`config.mk`:
```
export PLATFORM = sky130hd
export DESIGN_NAME = mem_arbiter
export DESIGN_NICKNAME = d
export VERILOG_FILES = /design/src/rtl/mem_arbiter.sv
export SDC_FILE = /design/constraint.sdc
export NUM_CORES = 1
export LEC_CHECK = 0
export ABC_AREA = 1
export BUFFER_PORTS_ARGS = -buffer_cell sky130_fd_sc_hd__buf_2
export CAP_MARGIN = 20
export CORE_AREA = 3 3 163 165
export CTS_BUF_LIST = sky130_fd_sc_hd__clkbuf_4
export DETAILED_ROUTE_END_ITERATION = 8
export DIE_AREA = 0 0 166 168
export PLACE_DENSITY_LB_ADDON = 0.08
export SETUP_SLACK_MARGIN = 0.4
export SLEW_MARGIN = 0
export SYNTH_ARGS = -nofsm -noshare
export SYNTH_HDL_FRONTEND = slang
export SYNTH_SLANG_ARGS = --single-unit
```
`constraint.sdc`:
```
create_clock -name clk -period 2.07 [get_ports clk]
set_input_delay 0.207 -clock clk [delete_from_list [all_inputs] [get_ports clk]]
set_output_delay 0.207 -clock clk [all_outputs]
set_load 0.02 [all_outputs]
```
`src/rtl/mem_arbiter.sv`:
```
// Round-robin share of one memory port among NUM_PORTS requesters, one transaction outstanding.
// mem_req is registered (grant at T, issue at T+1); responses route back combinationally; ready drops while a port holds a request.
package mem_arbiter_pkg;
   typedef struct packed {
      logic        valid;
      logic        write;
      logic [31:0] addr;
      logic [31:0] data;
      logic [3:0]  user_tag;
   } memory_io_req;

   typedef struct packed {
      logic        valid;
      logic        ready;
      logic [31:0] addr;
      logic [31:0] data;
      logic [3:0]  user_tag;
      logic        dummy;
   } memory_io_rsp;

   localparam memory_io_req memory_io_no_req = '0;
endpackage

module mem_arbiter
   import mem_arbiter_pkg::*;
#(
   parameter int NUM_PORTS = 2,
   parameter int MAX_BURST = 8
) (
   input  logic         clk,
   input  logic         reset,
   input  memory_io_req port_req [NUM_PORTS],
   output memory_io_rsp port_rsp [NUM_PORTS],
   output memory_io_req mem_req,
   input  memory_io_rsp mem_rsp
);
   localparam int PW = $clog2(NUM_PORTS);
   localparam int BW = $clog2(MAX_BURST + 1);

   typedef enum logic {IDLE, WAIT} state_t;

   state_t               state_q, state_d;
   memory_io_req         mem_req_q, mem_req_d;
   memory_io_req         pbuf_q [NUM_PORTS];
   memory_io_req         pbuf_d [NUM_PORTS];
   logic [NUM_PORTS-1:0] pbuf_valid_q, pbuf_valid_d;
   logic [PW-1:0]        rr_ptr_q, rr_ptr_d;
   logic [PW-1:0]        owner_q, owner_d;
   logic [BW-1:0]        burst_cnt_q, burst_cnt_d;

   logic                 rsp_hit;
   logic [NUM_PORTS-1:0] cand;
   logic                 grant_vld;
   logic [PW-1:0]        grant;
   logic [PW-1:0]        scan_idx;
   logic                 unused_ok;

   assign unused_ok = &{1'b0, mem_rsp.ready, mem_rsp.dummy};
   assign mem_req   = mem_req_q;

   always_comb begin
      rsp_hit   = (state_q == WAIT) && mem_rsp.valid;
      cand      = '0;
      scan_idx  = '0;
      grant_vld = 1'b0;
      grant     = '0;
      for (int p = 0; p < NUM_PORTS; p++) begin
         cand[p] = port_req[p].valid || pbuf_valid_q[p];
      end
      if (rsp_hit) begin
         cand[owner_q] = port_req[owner_q].valid;
      end
      if (rsp_hit && port_req[owner_q].valid && (int'(burst_cnt_q) < MAX_BURST)) begin
         grant_vld = 1'b1;
         grant     = owner_q;
      end
      // rr_ptr only advances on grants out of IDLE; the owner is scanned last so waiters beat its follow-on request
      for (int i = 0; i < NUM_PORTS; i++) begin
         scan_idx = PW'((int'(rr_ptr_q) + i) % NUM_PORTS);
         if (!grant_vld && cand[scan_idx] && !(rsp_hit && (scan_idx == owner_q))) begin
            grant_vld = 1'b1;
            grant     = scan_idx;
         end
      end
      if (!grant_vld && rsp_hit && cand[owner_q]) begin
         grant_vld = 1'b1;
         grant     = owner_q;
      end
   end

   always_comb begin
      state_d      = state_q;
      mem_req_d    = memory_io_no_req;
      pbuf_d       = pbuf_q;
      pbuf_valid_d = pbuf_valid_q;
      rr_ptr_d     = rr_ptr_q;
      owner_d      = owner_q;
      burst_cnt_d  = burst_cnt_q;

      if (rsp_hit) begin
         pbuf_valid_d[owner_q] = 1'b0;
      end
      for (int p = 0; p < NUM_PORTS; p++) begin
         if (port_req[p].valid && !pbuf_valid_d[p]) begin
            pbuf_valid_d[p] = 1'b1;
            pbuf_d[p]       = port_req[p];
         end
      end

      case (state_q)
         IDLE: begin
            if (grant_vld) begin
               mem_req_d       = pbuf_d[grant];
               mem_req_d.valid = 1'b1;
               owner_d         = grant;
               burst_cnt_d     = BW'(1);
               rr_ptr_d        = PW'((int'(grant) + 1) % NUM_PORTS);
               state_d         = WAIT;
            end
         end
         WAIT: begin
            if (rsp_hit) begin
               if (grant_vld) begin
                  mem_req_d       = pbuf_d[grant];
                  mem_req_d.valid = 1'b1;
                  owner_d         = grant;
                  if ((grant == owner_q) && (int'(burst_cnt_q) < MAX_BURST)) begin
                     burst_cnt_d = burst_cnt_q + BW'(1);
                  end else begin
                     burst_cnt_d = BW'(1);
                  end
               end else begin
                  state_d = IDLE;
               end
            end
         end
         default: state_d = IDLE;
      endcase
   end

   always_comb begin
      for (int p = 0; p < NUM_PORTS; p++) begin
         port_rsp[p]       = '0;
         port_rsp[p].ready = !pbuf_valid_q[p];
         if (rsp_hit && (owner_q == PW'(p))) begin
            port_rsp[p].valid    = 1'b1;
            port_rsp[p].addr     = mem_rsp.addr;
            port_rsp[p].data     = mem_rsp.data;
            port_rsp[p].user_tag = mem_rsp.user_tag;
         end
      end
   end

   always_ff @(posedge clk) begin
      if (reset) begin
         state_q      <= IDLE;
         mem_req_q    <= memory_io_no_req;
         pbuf_valid_q <= '0;
         rr_ptr_q     <= '0;
         owner_q      <= '0;
         burst_cnt_q  <= '0;
      end else begin
         state_q      <= state_d;
         mem_req_q    <= mem_req_d;
         pbuf_valid_q <= pbuf_valid_d;
         rr_ptr_q     <= rr_ptr_d;
         owner_q      <= owner_d;
         burst_cnt_q  <= burst_cnt_d;
      end
   end

   // payload only; occupancy is tracked by pbuf_valid_q
   always_ff @(posedge clk) begin
      pbuf_q <= pbuf_d;
   end
endmodule

```
==> impl_metrics.yaml <==
global_route:
  grt_max_degree: 44
  busiest_layer: "met2"
  globalRouteMet2Util_pct: 36.60
  overflow: 0
  grt_usage_pct: 21.76
  use_met1_pct: 26.31
  antenna_found_initial: 4
  grt_pass1_wl_mm: 48.66
  grt_pass1_vias: 8895
  use_met3_pct: 6.293
timing:
  rsz0062_at_grt: "yes"
  period_minus_slack_ns: 2.015
  fin_crit_sh_pct: 97.33
  maxSlewViolCount: 0
  setup_viol_count_final: 0
  skew_ns: 0.03956
  fmax_mhz: 496.3
  finalHoldViolCount: 0
placed_design:
  hpwl_mm: 21.79
  io_buffers: 420
  place_congestion: 0.8783
  dp.cells: 1765
logic_synthesis:
  synth_enable_flop_cells: 0
  synthMuxAreaShare_pct: 9.252
  syn_avg_cell_area_um2: 7.983
  synth_cell_types: 25
  yosys.area_share.simple_pct: 12.04
  yosysWarnings: 0
  syn-cell-area_um2: 8398
  synthCells: 1052
  synth-compound-area-share_pct: 13.20
  yosysTopAreaCellShare_pct: 51.73
  async_reset_ff_share_pct: 0
  synth_ff_type: "dfxtp_1"
  synth_seq_area_share_pct: 51.73
  synthTopCellsByArea: "dfxtp_1 (52%), inv_1 (10%), mux2_2 (8.8%)"
  synth_xor_area_share_pct: 0.1043
  synth_largest_area_cell: "dfxtp_1"
  ys_seq_elements: 217
  synthAdderAreaFrac_pct: 0.1490
  synth_top_family_by_area: "buffers and inverters"
routing:
  vias_per_cell: 4.498
  avgRoutedWirePerCell_um: 17.20
  ant_nets: 0
  drt_iter0_markers: 440
  drcViolationCount: 0
  drt-pass1-iter-count: 5
  num_vias: 9193
  wl_mm: 35.15
die:
  start_util_pct: 33.35
  coreArea_um2: 25180
  die_w_um: 166
  die-area_um2: 27890
  boundaryPins: 425
  die_h_um: 168
  rows: 58
clock_tree:
  tritoncts: "built"
  clkLatencyLatePin_ns: 0.65
  cts.sinks: 217
  numCtsBuffers: 56
  cts-root-buf: "clkbuf_4"
  clockBufferDepth: 3
  htree_levels: 2
  clk_pin_slew_ns: 0.07
layout:
  final_common_cell: "buf_2"
  syn2layout_area_growth_pct: 82.08
  stdcell_count: 2044
  layout_common_cells: "buf_2 (301), inv_1 (224), dfxtp_1 (214)"
  nFillCells: 2239
  post-route-util_pct: 60.72
  fin_nets: 1894
  layout-drive-gt1-share_pct: 46.84
power:
  p_per_area_nw_per_um2: 999.0
  p_leak_nw: 7.864
  ir_drop_mv: 0.5588
critical_path:
  cp_top_family: "buffers and inverters"
  crit_type: "reg -> reg"
  slowest_delay_ns: 0.37
  crit_top_cell: "clkbuf_16"
  cp_data_arrival_time_ns: 2.55
  critPathMaxFanout: 14
  crit_chain: "inv_6, nand3_4, buf_6, nand2_4, nand3_2, nand3b_1, nand4_1, nor2_2, nor2_4, buf_12, clkbuf_16, clkbuf_16, o21ai_2, a21oi_1"
  worst-path-buf-inv: 5
  cp_slowest_cell: "dfxtp_4"
  end_kind: "flip-flop"
  startpoint_type: "flip-flop"
  crit_required_ns: 2.61
status:
  outcome: "complete, no violations"
min_path:
  hold_class: "in -> reg"
job:
  drv_cap: 0
worst min-delay path, cell delays in order:
cell     delay (ns)
buf_2          0.15
nand3_4        0.12
buf_6          0.10
nand2_4        0.05
a21oi_1        0.11
cell type report:
class / count / area [um2] / share of cell area, %
antenna: 4 / 10.01 / 0.06546
clock buffer: 85 / 638.1 / 4.173
clock inverter: 3 / 16.27 / 0.1064
inverter: 227 / 857.1 / 5.605
multi-input combinational: 548 / 3740 / 24.46
sequential: 217 / 4353 / 28.47
tap: 330 / 412.9 / 2.700
timing repair buffer: 630 / 5264 / 34.42
synthesized netlist by cell type, types with 4 or more instances:
library cell,number
clkbuf_1,31
a21oi_1,78
o21ai_0,104
buf_4,6
mux2_2,66
buf_2,23
nand3_2,4
dfxtp_1,217
nand2_1,92
inv_1,224
nand4_1,4
nand3_1,7
o21ai_1,38
nor2_1,142
repair_timing:
action | in CTS | in global routing
cloned | 7 | 18
hold buffers | 142 | 0
endpoints found under the hold margin | 216 | 0
setup buffers | 13 | 7
resized for setup | 158 | 290
endpoints found under the setup margin | 212 | 267
pin swaps | 8 | 9
path summary, 6_finish.rpt:
path	from	to	slack (ns)	cells past startpoint
setup / recovery	owner_q	mem_req[50]	0.06	14
setup reg to reg	owner_q	mem_req[50]	0.06	14
hold reg to reg	pbuf_q[29]	pbuf_q[29]	0.47	1
hold / removal	mem_rsp[70]	pbuf_valid_q[0]	0.15	5
registers in the layout, summed over array words and instances, names as in the netlist:
name and count:
pbuf_q 138, state_q 1, pbuf_valid_q 2, mem_req 70
burst_cnt_q 4, owner_q 1, rr_ptr_q 1
power breakdown:
part / internal (mW) / total (mW) / switching [mW]
sequential: 5.07 / 5.34 / 0.272
clock: 1.84 / 3.49 / 1.66
combinational: 2.85 / 6.44 / 3.60
through the flow:
stage / instance area (um2) / hold slack, ns / total power [mW] / TNS [ns] / worst slack (ns)
CTS: 13870 / 0.09239 / 14.02 / 0 / 0.05707
floorplan: 8427 / 0.3494 / 7.974 / 0 / 0.3995
finish: 15290 / 0.1525 / 15.28 / 0 / 0.05527
global route: 15290 / 0.1306 / 16.16 / -3.876 / -0.09592
global placement: 11010 / 0.4422 / 9.636 / 0 / 0.09415
detailed placement: 11010 / 0.4516 / 9.663 / 0 / 0.08250
metal layers:
metal	wire length [um]	vias to the layer above
met5	0	-
met4	1155	0
met3	2397	70
met2	17070	315
met1	14530	4279
li1	-	4529
cells by family (layout without fill, tap and decap cells):
logic type               Yosys count  after routing
AO/OA/AOI/OAI                    221            221
buffers and inverters            288            945
other                              1              6
flip-flops                       217            217
AND/OR/NAND/NOR                  254            254
adder cells (fa/ha/maj)            1              1
multiplexers                      69             69
XOR/XNOR                           1              1
Power figures use the tool's default switching activity.
